--- src/rtl/mult_if.sv ---
// Handshake and data bundle between the control unit and the sequential multiplier.
interface mult_if #(
    parameter int unsigned WIDTH = 32
);
    logic             mult_start;
    logic [WIDTH-1:0] a;
    logic [WIDTH-1:0] b;
    logic [WIDTH-1:0] hi;
    logic [WIDTH-1:0] lo;
    logic             mult_busy;
    logic             mult_done;

    modport master (
        output mult_start, a, b,
        input  hi, lo, mult_busy, mult_done
    );

    modport slave (
        input  mult_start, a, b,
        output hi, lo, mult_busy, mult_done
    );
endinterface

--- src/rtl/mult.sv ---
// Sequential signed multiplier: radix-2 Booth, one step per clock.
// Product is delivered on hi/lo with a one-cycle mult_done pulse.
module mult #(
    parameter int unsigned WIDTH = 32
) (
    input logic   clk,
    input logic   reset,
    mult_if.slave bus
);
    localparam int unsigned CntW = (WIDTH > 1) ? $clog2(WIDTH) : 1;

    typedef enum logic [1:0] {StIdle, StRun, StDone} state_e;

    state_e          state_q, state_d;
    logic [WIDTH:0]  m_q, m_d;
    logic [WIDTH:0]  acc_q, acc_d;
    logic [WIDTH-1:0] q_q, q_d;
    logic            q1_q, q1_d;
    logic [CntW-1:0] cnt_q, cnt_d;
    // Set after the last Booth step; the following RUN cycle moves the product out.
    logic            fin_q, fin_d;
    logic [WIDTH-1:0] hi_q, hi_d;
    logic [WIDTH-1:0] lo_q, lo_d;
    logic            done_q, done_d;
    logic [WIDTH:0]  acc_sum;

    // Booth add/subtract selected by {Q[0], Q_1}.
    always_comb begin
        acc_sum = acc_q;
        case ({q_q[0], q1_q})
            2'b01:   acc_sum = acc_q + m_q;
            2'b10:   acc_sum = acc_q - m_q;
            default: acc_sum = acc_q;
        endcase
    end

    // Next-state logic for the control FSM and datapath.
    always_comb begin
        state_d = state_q;
        m_d     = m_q;
        acc_d   = acc_q;
        q_d     = q_q;
        q1_d    = q1_q;
        cnt_d   = cnt_q;
        fin_d   = fin_q;
        hi_d    = hi_q;
        lo_d    = lo_q;
        done_d  = 1'b0;
        unique case (state_q)
            StIdle: begin
                if (bus.mult_start) begin
                    m_d     = {bus.a[WIDTH-1], bus.a};
                    acc_d   = '0;
                    q_d     = bus.b;
                    q1_d    = 1'b0;
                    cnt_d   = CntW'(WIDTH - 1);
                    fin_d   = 1'b0;
                    state_d = StRun;
                end
            end
            StRun: begin
                if (fin_q) begin
                    hi_d    = acc_q[WIDTH-1:0];
                    lo_d    = q_q;
                    done_d  = 1'b1;
                    fin_d   = 1'b0;
                    state_d = StDone;
                end else begin
                    // Arithmetic shift right of {A, Q, Q_1}.
                    acc_d = {acc_sum[WIDTH], acc_sum[WIDTH:1]};
                    q_d   = {acc_sum[0], q_q[WIDTH-1:1]};
                    q1_d  = q_q[0];
                    if (cnt_q == '0) begin
                        fin_d = 1'b1;
                    end else begin
                        cnt_d = cnt_q - 1'b1;
                    end
                end
            end
            StDone: begin
                state_d = StIdle;
            end
            default: begin
                state_d = StIdle;
            end
        endcase
    end

    // State and datapath registers; reset aborts any operation in flight.
    always_ff @(posedge clk or negedge reset) begin
        if (!reset) begin
            state_q <= StIdle;
            m_q     <= '0;
            acc_q   <= '0;
            q_q     <= '0;
            q1_q    <= 1'b0;
            cnt_q   <= '0;
            fin_q   <= 1'b0;
            hi_q    <= '0;
            lo_q    <= '0;
            done_q  <= 1'b0;
        end else begin
            state_q <= state_d;
            m_q     <= m_d;
            acc_q   <= acc_d;
            q_q     <= q_d;
            q1_q    <= q1_d;
            cnt_q   <= cnt_d;
            fin_q   <= fin_d;
            hi_q    <= hi_d;
            lo_q    <= lo_d;
            done_q  <= done_d;
        end
    end

    // Outputs come straight from registers.
    always_comb begin
        bus.hi        = hi_q;
        bus.lo        = lo_q;
        bus.mult_done = done_q;
        bus.mult_busy = (state_q != StIdle);
    end
endmodule
--- src/flat_wrapper.sv ---
// flat-port wrapper written by rule: the top's interface ports become plain ports
module mult_flat 
#(
    parameter int unsigned WIDTH = 32
)
  (clk, reset, bus_mult_start, bus_a, bus_b, bus_hi, bus_lo, bus_mult_busy, bus_mult_done);
  mult_if #(.WIDTH(WIDTH)) bus_i ();
  input logic clk;
  input logic reset;
  input wire logic [$bits(bus_i.mult_start)-1:0] bus_mult_start;
  input wire logic [$bits(bus_i.a)-1:0] bus_a;
  input wire logic [$bits(bus_i.b)-1:0] bus_b;
  output wire logic [$bits(bus_i.hi)-1:0] bus_hi;
  output wire logic [$bits(bus_i.lo)-1:0] bus_lo;
  output wire logic [$bits(bus_i.mult_busy)-1:0] bus_mult_busy;
  output wire logic [$bits(bus_i.mult_done)-1:0] bus_mult_done;
  assign bus_i.mult_start = bus_mult_start;
  assign bus_i.a = bus_a;
  assign bus_i.b = bus_b;
  assign bus_hi = bus_i.hi;
  assign bus_lo = bus_i.lo;
  assign bus_mult_busy = bus_i.mult_busy;
  assign bus_mult_done = bus_i.mult_done;
  mult #(.WIDTH(WIDTH)) u_core (.clk(clk), .reset(reset), .bus(bus_i));
endmodule
--- config.mk ---
export PLATFORM = sky130hd
export DESIGN_NAME = mult_flat
export DESIGN_NICKNAME = d
export VERILOG_FILES = /design/src/rtl/mult_if.sv /design/src/rtl/mult.sv /design/src/flat_wrapper.sv
export SDC_FILE = /design/constraint.sdc
export NUM_CORES = 1
export LEC_CHECK = 0
export ABC_AREA = 1
export CORE_MARGIN = 2
export CORE_UTILIZATION = 60
export CTS_CLUSTER_DIAMETER = 100
export CTS_CLUSTER_SIZE = 10
export DETAILED_ROUTE_END_ITERATION = 10
export PLACE_DENSITY = 0.82
export SYNTH_ARGS = -nofsm -noshare
export SYNTH_HDL_FRONTEND = slang
export SYNTH_SLANG_ARGS = --single-unit
--- constraint.sdc ---
create_clock -name clk -period 5.4 [get_ports clk]
set_clock_uncertainty 0.1 [all_clocks]
set_input_delay 0.81 -clock clk [delete_from_list [all_inputs] [get_ports clk]]
set_output_delay 0.81 -clock clk [all_outputs]
set_load 0.05 [all_outputs]
==> summary.md <==
| Metric | Value |
|---|---|
| Drt pass-1 iters | `6` |
| Share of synthesized registers carrying an async set or reset | `1.00` |
| Area grow syn2layout | `19.6%` |
| Layout Cells excl Fill | `1808` |
| Slew HR | `0.246` |
| Mapped Avg Cell Area | `7.09 um^2` |
| Number of global-route vias before repair | `8835` |
| DRC viols | `0` |
| Required time worst endpoint | `5620 ps` |
| Hold-fix buffers, CTS | `0` |
| Sequential fraction of the synthesis area | `0.411` |
| Clk_lat worst skew | `430 ps` |
| CTS tree | `yes` |
| Fin area | `12400 um^2` |
| Final TNS setup | `0 ps` |
| Kind of critical path | `register to register` |
| EDFF count, synth | `0` |
| Rows | `48` |
| Tmin final | `4000 ps` |
| Drt total wl | `26.7 mm` |
| DP HPWL | `19.9 mm` |
| # port buffers | `132` |
| Num Clock Sinks | `170` |
| Vias | `9592` |
| Kind of cell adding the most delay to the critical path | `simple AND/OR/NAND/NOR gates` |
| Worst R2R End | `u_core.acc_q[24]` |
| I/O pin count | `133` |
| Gr usage total | `0.304` |
| Worst path slowest cell | `clkinv_1` |
| Synth Register Bits | `170` |
| PostCTS Resize Cnt | `0` |
| Setup-failing EPs final | `0` |
| Crit. path cell count | `17` |
| Commonest non-fill, non-tap cell in the layout | `nand2_1` |
| Setup crit end | `u_core.acc_q[24]` |
| Worst Setup End Kind | `register` |
| Slowest stage delay, CP | `610 ps` |
| Slack of the worst reg-to-reg path | `1400 ps` |
| Crit path max fanout | `19` |
| # nets final | `1674` |
| Startpoint types | `register` |
| Most frequent cells in the layout | `nand2_1, inv_1, dfrtp_1` |
| Max Slew Vio Count | `0` |
| Hold WS | `283 ps` |
| Core footprint | `17100 um^2` |
| Avg WL per Cell | `14.7 um` |
| Detail Route Antenna Nets | `0` |
| First-pass GRT wire length | `43.8 mm` |
| Final Wtd Congestion | `0.926` |
| Cts bufs inserted | `17` |
| Final Hold Violating Endpoints | `0` |
| Synthesis Warnings | `0` |
| Cell area after synthesis | `10400 um^2` |
| Via/cell ratio | `5.31` |
| Peak Freq | `250 MHz` |
| Antenna fix cells | `0` |
| Final period util | `0.741` |
| Initial DRC Count | `747` |
| Share of cells above drive strength 1 | `0.0430` |
| Ys flop type | `dfrtp_1` |
| Outcome | `finished, final reports clean` |
| Clock Pin Slew Worst Setup and Hold Paths | `70 ps` |
| Worst-margin pin slew | `1130 ps` |
| Worst Path Arrival | `4220 ps` |
| Placed insts | `1776` |
| Largest net degree at the start of global routing | `128` |
| Initial Utilization | `0.607` |
| Critical path startpoint | `u_core.q1_q` |
| CTS root buf | `clkbuf_16` |
| CP dominant cell by count | `nand2_1` |
| Total gr overflow | `0` |
| Syn_nets | `1565` |
| Unique masters post-synth | `37` |
| Post-CTS Setup Bufs | `0` |
| Buf/Inv on CP | `3` |
| Post-Syn Instances | `1461` |
| Initial antenna violation count | `0` |
| Max Buffers Root-to-Sink | `2` |
| Crit path cell chain | `inv_1 -> ha_1 -> clkinv_1 -> nand2_1 -> o21ai_0 -> xor2_1 -> inv_1 -> ha_1 -> nand2_1 -> nor2_1 -> nand2_1 -> nor2_1 -> nand2_1 -> nand3_1 -> nand3_1 -> nand2_1 -> nand2_1` |
| Die ar. | `18300 um^2` |
| Hold Path Class | `input pin to asynchronous set/reset pin` |
| Worst r2r src | `u_core.q1_q` |
| Reg2reg path depth | `17` |
| Area after DPL | `11800 um^2` |
| # Max-Cap Violations | `0` |
| Die width | `135 um` |
| Die Ht | `135 um` |
| Maximum level of the CTS H-tree | `4` |
| Unrepaired setup endpoints after global routing | `false` |
-- cells by family after synthesis --
family,Yosys count,synth area share
simple gates,641,0.253
buf+inv,307,0.116
compound gates,264,0.139
xor+xnor,42,0.0355
fa+ha+maj,37,0.0454
flops,170,0.411
-- flip-flops by register name, indices dropped and copies added, names as in the netlist --
| register | flops |
|---|---|
| u_core.acc_q | 32 |
| u_core.bus.mult_done | 1 |
| u_core.state_q | 2 |
| u_core.q_q | 32 |
| u_core.m_q | 32 |
| u_core.cnt_q | 5 |
| u_core.bus.lo | 32 |
| u_core.q1_q | 1 |
| u_core.fin_q | 1 |
| u_core.bus.hi | 32 |
-- layer usage --
metal  GRT usage  part of all wire  vias to the layer above
met5           0                 0                        -
met1       0.440              0.46                     4406
li1            -                 -                     4791
met2       0.472              0.45                      358
met3      0.0475             0.072                       37
met4      0.0955             0.023                        0
-- through the flow --
step,setup WS (ps),utilization
2_1_floorplan,2670,-
3_3_place_gp,1480,0.691
3_5_place_dp,1460,0.691
4_1_cts,1440,0.726
5_1_grt,1050,0.726
6_report,1400,0.726
-- worst min path at each step --
stage | to | slack [ps]
CTS | u_core.cnt_q[2] | 330
global placement | u_core.bus.hi[5] | 360
finish | u_core.cnt_q[2] | 280
global route | u_core.cnt_q[2] | 350
floorplan | u_core.cnt_q[0] | 350
detailed placement | u_core.bus.lo[25] | 370
-- worst reg2reg max path: stages, from the launching register on --
cell and delay, ps:
dfrtp_1 360, inv_1 70, ha_1 580, clkinv_1 620
nand2_1 340, o21ai_0 180, xor2_1 170, inv_1 50
ha_1 370, nand2_1 170, nor2_1 250, nand2_1 130
nor2_1 120, nand2_1 100, nand3_1 110, nand3_1 80
nand2_1 60, nand2_1 50
-- cell usage after synthesis, types with 2 or more instances --
cell type,number,share of area
nand2_1,469,0.17
inv_1,249,0.090
dfrtp_1,170,0.41
o21ai_0,155,0.075
nor2_1,73,0.026
nand3_1,59,0.029
a21oi_1,55,0.027
xor2_1,39,0.033
ha_1,36,0.044
o211ai_1,33,0.024
clkbuf_1,27,0.0098
buf_2,16,0.0077
nor3_1,9,0.0044
o21ai_1,8,0.0039
buf_4,6,0.0044
nand2_2,6,0.0036
nand3_2,5,0.0048
nand4_1,5,0.0030
nor2_4,5,0.0054
clkinv_1,4,0.0014
nor2_2,4,0.0024
o22ai_1,4,0.0024
and2_1,3,0.0018
inv_2,3,0.0011
xnor2_1,3,0.0025
nand3b_1,2,0.0014
o21bai_1,2,0.0014
o31ai_1,2,0.0014
-- cell type report --
class                           instances  area [um^2]
Clock buffer                           21          470
Clock inverter                         11          120
Fill cell                            1458         4670
Inverter                              256          961
Multi-Input combinational cell        984         4910
Sequential cell                       170         4250
Tap cell                              225          282
Timing Repair Buffer                  141         1390
Power is not shown: default switching activity piles up to over one toggle a cycle in this logic, so the estimate is an artifact.
